==> config.mk <==
export PLATFORM = sky130hd
export DESIGN_NAME = seven_seg_ctrl
export DESIGN_NICKNAME = d
export VERILOG_FILES = /design/src/rtl/seven_seg_pkg.sv /design/src/rtl/seven_seg_ctrl_hex_to_sseg.sv /design/src/rtl/seven_seg_ctrl.sv
export SDC_FILE = /design/constraint.sdc
export NUM_CORES = 1
export LEC_CHECK = 0
export CAP_MARGIN = 20
export CORE_UTILIZATION = 55
export CTS_CLUSTER_DIAMETER = 100
export DETAILED_ROUTE_END_ITERATION = 8
export PLACE_DENSITY = 0.73
export SYNTH_ARGS = -nofsm -noshare
export SYNTH_HDL_FRONTEND = slang
export SYNTH_SLANG_ARGS = --single-unit
==> constraint.sdc <==
create_clock -name clk -period 13.3 [get_ports clk]
set_clock_uncertainty 0.15 [all_clocks]
set_input_delay 3.99 -clock clk [delete_from_list [all_inputs] [get_ports clk]]
set_output_delay 3.99 -clock clk [all_outputs]
set_load 0.02 [all_outputs]
==> src/rtl/seven_seg_pkg.sv <==
// Shared constants, control-word field positions and FSM encoding for the
// seven-segment display controller.
package seven_seg_pkg;

  // Active-low pattern with every segment and the dp off.
  localparam logic [7:0] SEG_BLANK = 8'hFF;
  // Glyph '0' with dp off; the power-up content of the pattern banks.
  localparam logic [7:0] SEG_ZERO  = 8'hC0;

  // Write-port register map; addresses 2 and 3 are reserved.
  localparam logic [1:0] ADDR_VALUE = 2'd0;
  localparam logic [1:0] ADDR_CTRL  = 2'd1;

  // Control-word field positions.
  localparam int CTRL_EN_BIT    = 0;
  localparam int CTRL_LZB_BIT   = 1;
  localparam int CTRL_BLINK_BIT = 2;
  localparam int CTRL_DP_LSB    = 8;
  localparam int CTRL_BLINK_LSB = 16;

  // Control word after reset: display enabled, everything else off.
  localparam logic [31:0] CTRL_RESET = 32'h0000_0001;

  typedef enum logic [1:0] {
    IDLE   = 2'd0,
    ENCODE = 2'd1,
    COMMIT = 2'd2
  } state_e;

  // Extend a 7-bit glyph to a full pattern with the dp segment off.
  function automatic logic [7:0] glyph_to_pattern(input logic [6:0] glyph);
    return {1'b1, glyph};
  endfunction

endpackage

==> src/rtl/seven_seg_ctrl_hex_to_sseg.sv <==
// Combinational hex nibble to active-low seven-segment glyph (bits g..a).
module hex_to_sseg (
  input  logic [3:0] nibble_i,
  output logic [6:0] sseg_o
);

  // Glyph lookup for 0..F.
  always_comb begin
    sseg_o = 7'h7F;
    case (nibble_i)
      4'h0:    sseg_o = 7'h40;
      4'h1:    sseg_o = 7'h79;
      4'h2:    sseg_o = 7'h24;
      4'h3:    sseg_o = 7'h30;
      4'h4:    sseg_o = 7'h19;
      4'h5:    sseg_o = 7'h12;
      4'h6:    sseg_o = 7'h02;
      4'h7:    sseg_o = 7'h78;
      4'h8:    sseg_o = 7'h00;
      4'h9:    sseg_o = 7'h10;
      4'hA:    sseg_o = 7'h08;
      4'hB:    sseg_o = 7'h03;
      4'hC:    sseg_o = 7'h46;
      4'hD:    sseg_o = 7'h21;
      4'hE:    sseg_o = 7'h06;
      4'hF:    sseg_o = 7'h0E;
      default: sseg_o = 7'h7F;
    endcase
  end

endmodule

==> src/rtl/seven_seg_ctrl.sv <==
// 8-digit seven-segment display controller. A CPU writes a 32-bit hex value
// or a control word; the eight nibbles are then encoded one per cycle
// through a single shared decoder into a shadow bank, and the whole bank is
// committed to the displayed base patterns in one cycle so the display never
// shows a half-updated value. Enable, dp and blink are applied in the
// registered output stage.
module seven_seg_ctrl
  import seven_seg_pkg::*;
#(
  parameter int BLINK_BITS = 26
) (
  input  logic        clk,
  input  logic        rst,
  input  logic        wr_valid,
  output logic        wr_ready,
  input  logic [1:0]  wr_addr,
  input  logic [31:0] wr_data,
  output logic        busy,
  output logic [7:0]  seg0,
  output logic [7:0]  seg1,
  output logic [7:0]  seg2,
  output logic [7:0]  seg3,
  output logic [7:0]  seg4,
  output logic [7:0]  seg5,
  output logic [7:0]  seg6,
  output logic [7:0]  seg7
);

  state_e                 state_q, state_d;
  logic [2:0]             idx_q, idx_d;
  logic                   seen_q, seen_d;
  logic [31:0]            value_q, value_d;
  logic                   en_q, en_d;
  logic                   lzb_q, lzb_d;
  logic                   blink_en_q, blink_en_d;
  logic [7:0]             dp_mask_q, dp_mask_d;
  logic [7:0]             blink_mask_q, blink_mask_d;
  logic [7:0][7:0]        shadow_q, shadow_d;
  logic [7:0][7:0]        base_q, base_d;
  logic [7:0][7:0]        seg_q, seg_d;
  logic [BLINK_BITS-1:0]  blink_cnt_q, blink_cnt_d;

  logic                   accept_s;
  logic [3:0]             nibble_s;
  logic [6:0]             glyph_s;
  logic                   blink_phase_s;

  assign wr_ready      = (state_q == IDLE);
  assign busy          = (state_q != IDLE);
  assign accept_s      = wr_valid && wr_ready;
  assign nibble_s      = value_q[{idx_q, 2'b00} +: 4];
  assign blink_phase_s = blink_cnt_q[BLINK_BITS-1];

  hex_to_sseg u_hex (
    .nibble_i (nibble_s),
    .sseg_o   (glyph_s)
  );

  // Register writes, encode sequencing and atomic commit.
  always_comb begin
    state_d      = state_q;
    idx_d        = idx_q;
    seen_d       = seen_q;
    value_d      = value_q;
    en_d         = en_q;
    lzb_d        = lzb_q;
    blink_en_d   = blink_en_q;
    dp_mask_d    = dp_mask_q;
    blink_mask_d = blink_mask_q;
    shadow_d     = shadow_q;
    base_d       = base_q;
    case (state_q)
      IDLE: begin
        if (accept_s && (wr_addr == ADDR_VALUE)) begin
          value_d = wr_data;
          state_d = ENCODE;
          idx_d   = 3'd7;
          seen_d  = 1'b0;
        end else if (accept_s && (wr_addr == ADDR_CTRL)) begin
          en_d         = wr_data[CTRL_EN_BIT];
          lzb_d        = wr_data[CTRL_LZB_BIT];
          blink_en_d   = wr_data[CTRL_BLINK_BIT];
          dp_mask_d    = wr_data[CTRL_DP_LSB +: 8];
          blink_mask_d = wr_data[CTRL_BLINK_LSB +: 8];
          state_d      = ENCODE;
          idx_d        = 3'd7;
          seen_d       = 1'b0;
        end else begin
          state_d = IDLE;
        end
      end
      ENCODE: begin
        // Leading zeros blank only until the first non-zero digit; digit 0
        // always shows so a zero value still reads "0".
        if (lzb_q && !seen_q && (nibble_s == 4'h0) && (idx_q != 3'd0)) begin
          shadow_d[idx_q] = SEG_BLANK;
        end else begin
          shadow_d[idx_q] = glyph_to_pattern(glyph_s);
        end
        seen_d = seen_q || (nibble_s != 4'h0);
        if (idx_q == 3'd0) begin
          state_d = COMMIT;
        end else begin
          idx_d = idx_q - 3'd1;
        end
      end
      COMMIT: begin
        base_d  = shadow_q;
        state_d = IDLE;
      end
      default: begin
        state_d = IDLE;
      end
    endcase
  end

  // Free-running blink counter, wraps naturally.
  always_comb begin
    blink_cnt_d = blink_cnt_q + {{(BLINK_BITS-1){1'b0}}, 1'b1};
  end

  // Per-digit output pattern: enable, blink, then dp over the base glyph.
  always_comb begin
    seg_d = {8{SEG_BLANK}};
    for (int n = 0; n < 8; n++) begin
      if (!en_q) begin
        seg_d[n] = SEG_BLANK;
      end else if (blink_en_q && blink_mask_q[n] && blink_phase_s) begin
        seg_d[n] = SEG_BLANK;
      end else begin
        seg_d[n] = {~dp_mask_q[n], base_q[n][6:0]};
      end
    end
  end

  // State and datapath registers.
  always_ff @(posedge clk or posedge rst) begin
    if (rst) begin
      state_q      <= IDLE;
      idx_q        <= 3'd7;
      seen_q       <= 1'b0;
      value_q      <= 32'h0000_0000;
      en_q         <= CTRL_RESET[CTRL_EN_BIT];
      lzb_q        <= CTRL_RESET[CTRL_LZB_BIT];
      blink_en_q   <= CTRL_RESET[CTRL_BLINK_BIT];
      dp_mask_q    <= CTRL_RESET[CTRL_DP_LSB +: 8];
      blink_mask_q <= CTRL_RESET[CTRL_BLINK_LSB +: 8];
      shadow_q     <= {8{SEG_ZERO}};
      base_q       <= {8{SEG_ZERO}};
      seg_q        <= {8{SEG_BLANK}};
      blink_cnt_q  <= '0;
    end else begin
      state_q      <= state_d;
      idx_q        <= idx_d;
      seen_q       <= seen_d;
      value_q      <= value_d;
      en_q         <= en_d;
      lzb_q        <= lzb_d;
      blink_en_q   <= blink_en_d;
      dp_mask_q    <= dp_mask_d;
      blink_mask_q <= blink_mask_d;
      shadow_q     <= shadow_d;
      base_q       <= base_d;
      seg_q        <= seg_d;
      blink_cnt_q  <= blink_cnt_d;
    end
  end

  assign seg0 = seg_q[0];
  assign seg1 = seg_q[1];
  assign seg2 = seg_q[2];
  assign seg3 = seg_q[3];
  assign seg4 = seg_q[4];
  assign seg5 = seg_q[5];
  assign seg6 = seg_q[6];
  assign seg7 = seg_q[7];

endmodule

== Yosys cells after proc, flatten, opt, wreduce, memory -nomap -nowiden ==
Memory sizes are Yosys's and may differ from the RTL's.
Cells that the tools add are included.

* Register bits: 267
* Bits in read-only memories: 112
* Input bits: 37
* Output and inout port bits: 66
* Logic and storage cells: 124
* Memories: 1

{| class="wikitable"
|+ Memory list
! name !! depth !! bits a word !! read ports !! clocked after memory_dff !! wr ports !! RTL line !! source
|-
| (name not given) || 16 || 7 || 1 || 0 || 0 || seven_seg_ctrl_hex_to_sseg.sv:10 || <nowiki>case (nibble_i)</nowiki>
|}

* $add $sub $neg: 2
* Order comparisons: 2
* Equal/unequal tests: 6
* Shifts and indexed selects: 1
* Mux-type cells: 31
* Bitwise logic cells: 10
* Reductions and logical operators: 37

{| class="wikitable"
|+ Operators with widths
! cell !! number
|-
| $mux 8 || 17
|-
| $bwmux 64 || 1
|-
| $mux 64 || 1
|-
| $or 64x64->64 || 1
|-
| $shiftx 32x6->4 || 1
|-
| $add 26x1->26 const B || 1
|-
| $demux 8 s3 || 1
|-
| $logic_and 1x1->1 || 23
|-
| $mux 3 || 3
|-
| $not 1->1 || 9
|-
| $pmux 3 s2 || 1
|-
| $reduce_and 3->1 || 2
|-
| $eq 2x1->1 const B || 2
|-
| $logic_not 2->1 || 2
|-
| $logic_not 4->1 || 1
|-
| $lt 3x4->1 const B || 1
|-
| $mux 1 || 4
|-
| $ne 2x2->1 const B || 2
|-
| $pmux 2 s2 || 1
|-
| $reduce_and 2->1 || 2
|-
| $reduce_bool 2->1 || 2
|-
| $reduce_bool 4->1 || 1
|-
| $ge 3x1->1 const B || 1
|-
| $logic_not 3->1 || 1
|-
| 8 further kinds || 8
|}

== Logic depth before layout (Yosys ltp) ==
Gate-level depths: netlist of run 1.

* Depth after elaboration: 6
* Mapped depth: 11
* Depth with buffers taken out: 9

== Hierarchy ==
A second synthesis of run 1 with hierarchy kept.

* Cell total of the unflattened synthesis: 828
* Area, all modules: 10694.0 um2

{| class="wikitable"
|+ Modules (own cells, without submodules)
! module !! times used !! cells each !! area each (um2) !! seq. area each (um2)
|-
| seven_seg_ctrl || 1 || 796 || 10418.7 || 6586.3
|-
| hex_to_sseg || 1 || 32 || 275.3 || 0.0
|}

== Least setup slack after synthesis of run 1 ==
Ideal clock, no wire load.

* Path kind: input -> register
* Start: input port wr_addr[1]
* End: register blink_mask_q[0]
* Setup time: 0.125 ns
* Data arrival time: 5.181 ns
* Data required time: 13.025 ns
* Setup slack: 7.845 ns
* Cell stages on the path: 5
* Path buffers: 1
* Path through: nand2b_1 > nor2_1 > nand2_1 > clkbuf_1 > mux2_2

* Cells in the longest elaborated chain, start to end: 4
* Elaborated cells between the ends (all ways): 6
* Those cells by class: eq/ne (1); bitwise (1); reduce/logical (4)

{| class="wikitable"
|+ RTL lines
! element !! RTL line !! source
|-
| from (decl) || seven_seg_ctrl.sv:16 || <nowiki>input logic [1:0] wr_addr,</nowiki>
|-
| $logic_not 2->1 || seven_seg_ctrl.sv:74 || <nowiki>if (accept_s && (wr_addr == ADDR_VALUE)) begin</nowiki>
|-
| $logic_and 1x1->1 || seven_seg_ctrl.sv:74 ||
|-
| $not 1->1 (no source line) || - ||
|-
| $reduce_and 3->1 (no source line) * || - ||
|-
| to (signal assigned) || seven_seg_ctrl.sv:147 || <nowiki>blink_mask_q <= CTRL_RESET[CTRL_BLINK_LSB +: 8];</nowiki>
|-
| to (signal assigned) || seven_seg_ctrl.sv:161 || <nowiki>blink_mask_q <= blink_mask_d;</nowiki>
|-
| to (decl) || seven_seg_ctrl.sv:37 || <nowiki>logic [7:0] blink_mask_q, blink_mask_d;</nowiki>
|}

Mark *: on every way between the ends. The rest lies on a longest branch, timed or not.
A chain may end at the register's enable or synchronous reset.

== Worst setup path after layout of run 1 ==
* Start: register state_q[1]
* End: output port busy

* Cells in the longest elaborated chain, start to end: 1

{| class="wikitable"
|+ RTL lines
! element !! RTL line !! source
|-
| from (decl) || seven_seg_ctrl.sv:29 || <nowiki>state_e state_q, state_d;</nowiki>
|-
| from (signal assigned) || seven_seg_ctrl.sv:153 || <nowiki>state_q <= state_d;</nowiki>
|-
| $reduce_bool 2->1 || seven_seg_ctrl.sv:49 || <nowiki>assign busy = (state_q != IDLE);</nowiki>
|-
| to (decl) || seven_seg_ctrl.sv:18 || <nowiki>output logic busy,</nowiki>
|}

Every way passes these cells.

==> results.md, run 1 <==
- Status: complete, no violations
- Crit path kind: reg2out
- Core region area: 18,600 um^2
- Routed WL: 19.9 mm
- HP Class: reg2reg
- Post-DP Area: 11,700 um^2
- Antenna viol nets, final: 0
- Placed Instances: 1,065
- Antenna cells: 0
- Total leakage power: 5.57 nW
- Max frequency: 165 MHz
- Final net count: 910
- Post-CTS Setup Bufs: 0
- Count of unique library cells instantiated by Yosys: 49
- Crit share post-route: 0.456
- Synth Instances: 754
- Crit-path slowest cell: clkdlybuf4s50_1
- Final Critical Period: 6.06 ns
- Port bufs: 102
- Critical path buffers and inverters: 2
- Mapped Nets: 801
- Syn Area/Cell: 13.8 um^2
- Worst slew margin: 0.327
- Hold_ws: 0.276 ns
- Via count: 6,142
- Top_reg_cell synth: dfrtp_1
- Longest Clk Path Bufs: 3
- RSZ-0062 raised after global routing: false
- Area of the die: 19,500 um^2
- DR vias/cell: 5.50
- Top cells by area, synth: dfrtp_1, dfstp_2, mux2_2, or2_2, nand2_1
- Finished Core Util: 0.672
- Cell taking the most area after synthesis: dfrtp_1
- Post-synthesis async set-or-reset flop share: 1.00
- Post-Syn Area: 10,400 um^2
- Clock root buffer: clkbuf_16
- Initial antenna violation count: 0
- Yosys Warn Count: 0
- Vias in the first global route: 6,402
- Die H: 140 um
- Final Instance Area: 12,500 um^2
- Max FO, Critical Path: 9
- TritonCTS clock tree: done
- First-pass GRT wire length: 33.1 mm
- TritonCTS Buffers: 26
- Crit-path cells: nor2_1 -> inv_1 -> clkdlybuf4s50_1
- DRT Pass-1 Iters: 5
- I/O pins: 103
- Yosys top cell area share: 0.420
- WL/cell: 17.9 um
- Startpoint types: register
- Critical path arrival: 1.92 ns
- Max Cap Viol: 0
- Fraction of the yosys area taken by sequential cells: 0.631
- # setup viols final: 0
- Hold path depth: 1
- CP top delay family: buffers and inverters
- Clk sinks: 259
- Finished Layout Cells: 1,117
- DRC Markers: 0
- Pin count of the biggest net entering global routing: 168
- FF-to-FF path depth: 9
- Slew @ Worst Pin: 1.01 ns
- Setup TNS: 0 ns
- Maximum VDD drop: 0.131 mV
- Grt total ovfl: 0
- Synthesized flop and latch total: 259
- Crit path capture type: output pin
- Starting density of the core: 0.560
- Share of cells above drive strength 1: 0.395
- Fin. Hold Viols: 0
- Pins over their slew limit: 0
- All-Layer GR Usage: 0.214
- P per Cell Area: 270 nW/um^2
- HPWL after DPL: 13.2 mm
- Area grow syn2layout: 20.1%
- H-tree depth: 1
- CTS Hold Bufs: 0
- Initial DRC Count: 250
- Worst Path Required: 9.16 ns
- Post-synth EDFFs: 0
- Cell row count: 50
- Chip Width: 140 um
- CP Depth: 3
- Routability congestion estimate: 0.857
- Skew-Pair Late Insertion Delay: 0.52 ns
- Post-cts sizing count: 0
- Clk pin slew, worst setup/hold paths: 0.06 ns
- Max incr delay on CP: 0.62 ns
==> placed cells by master (no fill, tap or decap), types with 7 or more instances in the layout <==
cell	netlist	layout
clkinv_2	0	8
dfstp_2	84	84
ha_1	10	10
xnor2_1	13	13
nor2_1	31	31
nand2_1	50	50
nand3_1	33	33
or2_2	56	56
mux2_2	138	138
clkdlybuf4s50_1	0	102
a21oi_1	9	9
and2_1	7	7
nand4_1	12	12
inv_1	13	12
o21ai_0	12	12
clkbuf_16	0	27
nor3_1	9	8
dfrtp_1	175	175
clkbuf_1	16	8
xor2_1	11	11
mux2_1	7	7
==> power breakdown <==
| part | internal [W] | total (W) | switching, W |
|---|---|---|---|
| logic | 0.000609 | 0.00135 | 0.000742 |
| clock network | 0.000399 | 0.000685 | 0.000285 |
| registers | 0.00119 | 0.00135 | 0.000163 |
| total | 0.00220 | 0.00339 | 0.00119 |
==> cell families after synthesis <==
family / count (synthesis) / synth area share
AO/OA/AOI/OAI: 40 / 0.0271
XOR/XNOR: 24 / 0.0201
adder cells (fa/ha/maj): 10 / 0.0120
buffers and inverters: 43 / 0.0186
flip-flops: 259 / 0.631
multiplexers: 160 / 0.183
AND/OR/NAND/NOR: 218 / 0.108
==> sequential cells by signal, indices dropped and copies added (netlist names) <==
name / cells
base_q: 56
shadow_q: 56
value_q: 32
blink_cnt_q: 26
blink_mask_q: 8
dp_mask_q: 8
seg0: 8
seg1: 8
seg2: 8
seg3: 8
seg4: 8
seg5: 8
seg6: 8
seg7: 8
idx_q: 3
state_q: 2
blink_en_q: 1
en_q: 1
lzb_q: 1
seen_q: 1
==> final timing paths <==
check,to,slack [ns],from
min in group asynchronous,dp_mask_q[4],3.76,rst
setup reg to reg,shadow_q[52],9.34,idx_q[0]
setup / recovery,busy,7.24,state_q[1]
hold / removal,seg4[7],0.28,dp_mask_q[4]
max in group asynchronous,seg7[1],8.19,rst
hold reg to reg,seg4[7],0.28,dp_mask_q[4]
==> per-stage QoR <==
stage               worst slack (ns)  total power [W]
finish                          7.24          0.00339
detailed placement              6.61          0.00271
global placement                6.73          0.00266
global route                    7.18          0.00358
floorplan                       2.17          0.00224
CTS                             7.16          0.00341
==> synthesized netlist by cell type, drive strengths merged (11+ instances only) <==
master and count:
nand2 50, mux2 147, xnor2 13, dfrtp 175
xor2 11, nor2 31, buf 12, or2 56
nand3 34, nand4 12, inv 14, dfstp 84
o21ai 15, clkbuf 16
==> layer usage <==
layer	GRT usage	up-vias	wire length [um]
met4	0.0688	0	514
met3	0.0337	37	937
met5	0	-	0
met1	0.292	3134	8810
met2	0.352	159	9690
li1	-	2812	-
==> area by class of cell <==
cell class	instances	area, um^2
well taps	234	293
multi-input cells	452	3670
clock inverters	8	40.0
repair buffers	109	1110
flip-flops and latches	259	6590
clock buffers	40	774
fillers	1314	6110
inverters	15	63.8
==> worst reg2reg max path, delay by kind of cell, from the launching register on <==
family	cells	cell delay [ns]
AOI/OAI and AO/OA	2	1.03
and+or+nand+nor	3	0.87
DFF	1	0.77
muxes	2	0.72
adders and majority gates	1	0.27
buffers and inverters	1	0.09
(Power assumes the default switching activity.)
==> run 2: changes to the inputs <==
CORE_UTILIZATION = 51   (was 55)
PLACE_DENSITY = 0.71   (was 0.73)
clock period = 5.4 ns   (was 13.3 ns; I/O delays follow)
==> results.md, run 2 (same netlist as run 1, synthesis figures left out) <==
- CTS Hold Bufs: 0
- Core region area: 19,800 um^2
- Starting density of the core: 0.528
- Critical path arrival: 3.95 ns
- Skew-Pair Late Insertion Delay: 0.52 ns
- Initial antenna violation count: 0
- Top layer in use: met4
- Clock root buffer: clkbuf_16
- Chip Width: 145 um
- Worst slack, placed: 1.73 ns
- Crit share post-route: 0.682
- Pin count of the biggest net entering global routing: 105
- # setup viols final: 0
- Crit path kind: reg2reg
- First-pass GRT wire length: 33.9 mm
- Fillcell total: 1,479
- HPWL after DPL: 13.7 mm
- Final Critical Period: 3.68 ns
- FF/Latch Area: 6590 um^2
- Pins over their slew limit: 0
- WL/cell: 17.5 um
- Post-cts sizing count: 0
- Port bufs: 102
- Most common cell after layout, fill and taps aside: dfrtp_1
- Area grow syn2layout: 20.9%
- HP Class: reg2reg
- Clk sinks: 259
- Metal3 WL: 1.06 mm
- Grt total ovfl: 0
- Setup TNS: 0 ns
- Slew @ Worst Pin: 0.947 ns
- RSZ-0062 raised after global routing: false
- H-tree depth: 1
- Vias in the first global route: 6,509
- FF-to-FF path depth: 9
- Max FO, Critical Path: 15
- Fin. Hold Viols: 0
- Antenna cells: 0
- Crit path capture type: register
- Multi-input logic area: 3670 um^2
- Hold path depth: 1
- Met2 wire length: 9.62 mm
- Routed WL: 20.1 mm
- Most frequent cells in the layout: dfrtp_1, mux2_2, clkdlybuf4s50_1
- Worst Path Required: 5.66 ns
- Largest registers: base_q (56), shadow_q (56), value_q (32)
- Met1 Wirelength: 9.03 mm
- Worst slew margin: 0.350
- Maximum VDD drop: 0.363 mV
- Post-CTS Setup Bufs: 0
- DRC Markers: 0
- Max frequency: 272 MHz
- Final worst slack: 1.72 ns
- DR vias/cell: 5.27
- Clk pin slew, worst setup/hold paths: 0.06 ns
- DRT Pass-1 Iters: 4
- Die H: 145 um
- Cell row count: 51
- Max Cap Viol: 0
- Antenna viol nets, final: 0
- TritonCTS clock tree: done
- Status: complete, no violations
- Finished Core Util: 0.638
- Initial DRC Count: 347
- Total power draw: 0.00844 W
- Via count: 6,049
- TritonCTS Buffers: 26
- Area of the die: 21,000 um^2
- All-Layer GR Usage: 0.200
- Total leakage power: 5.59 nW
- Share of cells above drive strength 1: 0.395
- I/O pins: 103
- Longest Clk Path Bufs: 3
- Final net count: 910
- P per Cell Area: 669 nW/um^2
- Routability congestion estimate: 0.820
- Startpoint types: register
## run 2: changes by cell type in the layout (fill, tap and decap cells not counted)
cell        before  now
buf_4            3    4
clkinvlp_4       0    1
buf_12           0    2
inv_8            1    0
clkbuf_4         1    0
clkinv_2         8    4
bufinv_16        0    2
buf_16           2    0
clkbuf_8         5    7
## run 2: worst max-delay path, stage by stage, from the launching register on
cell	delay, ns
dfstp_2	0.72
mux2_2	0.38
a221oi_1	0.45
and2_1	0.31
ha_1	0.26
inv_1	0.09
nor3_1	0.51
o211ai_1	0.15
o31a_1	0.32
o21ai_0	0.24
## run 2: cell type report
class | instances | area share
Clock buffer | 42 | 0.0635
Clock inverter | 6 | 0.00634
Inverter | 15 | 0.00476
Multi-Input combinational cell | 452 | 0.290
Sequential cell | 259 | 0.522
Tap cell | 265 | 0.0263
Timing Repair Buffer | 109 | 0.0868
## run 2: power by group
part / total (W) / leakage (nW) / internal (W) / switching, W
clock network: 0.00182 / 0.436 / 0.00111 / 0.000709
registers: 0.00334 / 3.13 / 0.00293 / 0.000411
logic: 0.00328 / 2.02 / 0.00150 / 0.00179
## run 2: stage by stage
step | hold slack (ns) | std cells | area, um^2
finish | 0.271 | 1148 | 12600
global route | 0.294 | 1148 | 12600
CTS | 0.271 | 1148 | 12600
detailed placement | 0.260 | 1100 | 11700
global placement | 0.252 | 1099 | 11700
floorplan | 0.235 | 754 | 10400
## run 2: worst paths after layout
path                         startpoint      endpoint  slack [ns]
max                            idx_q[0]  shadow_q[34]        1.72
min                        dp_mask_q[6]       seg6[7]        0.27
max reg2reg                    idx_q[0]  shadow_q[34]        1.72
min reg2reg                dp_mask_q[6]       seg6[7]        0.27
max in group asynchronous           rst       seg6[2]        2.62
min in group asynchronous           rst    base_q[35]        1.46
## run 2: per-layer routing
layer / up-vias / GRT usage
met3: 34 / 0.0368
met4: 0 / 0.0589
li1: 2803 / -
met2: 148 / 0.329
met1: 3064 / 0.273
met5: - / 0
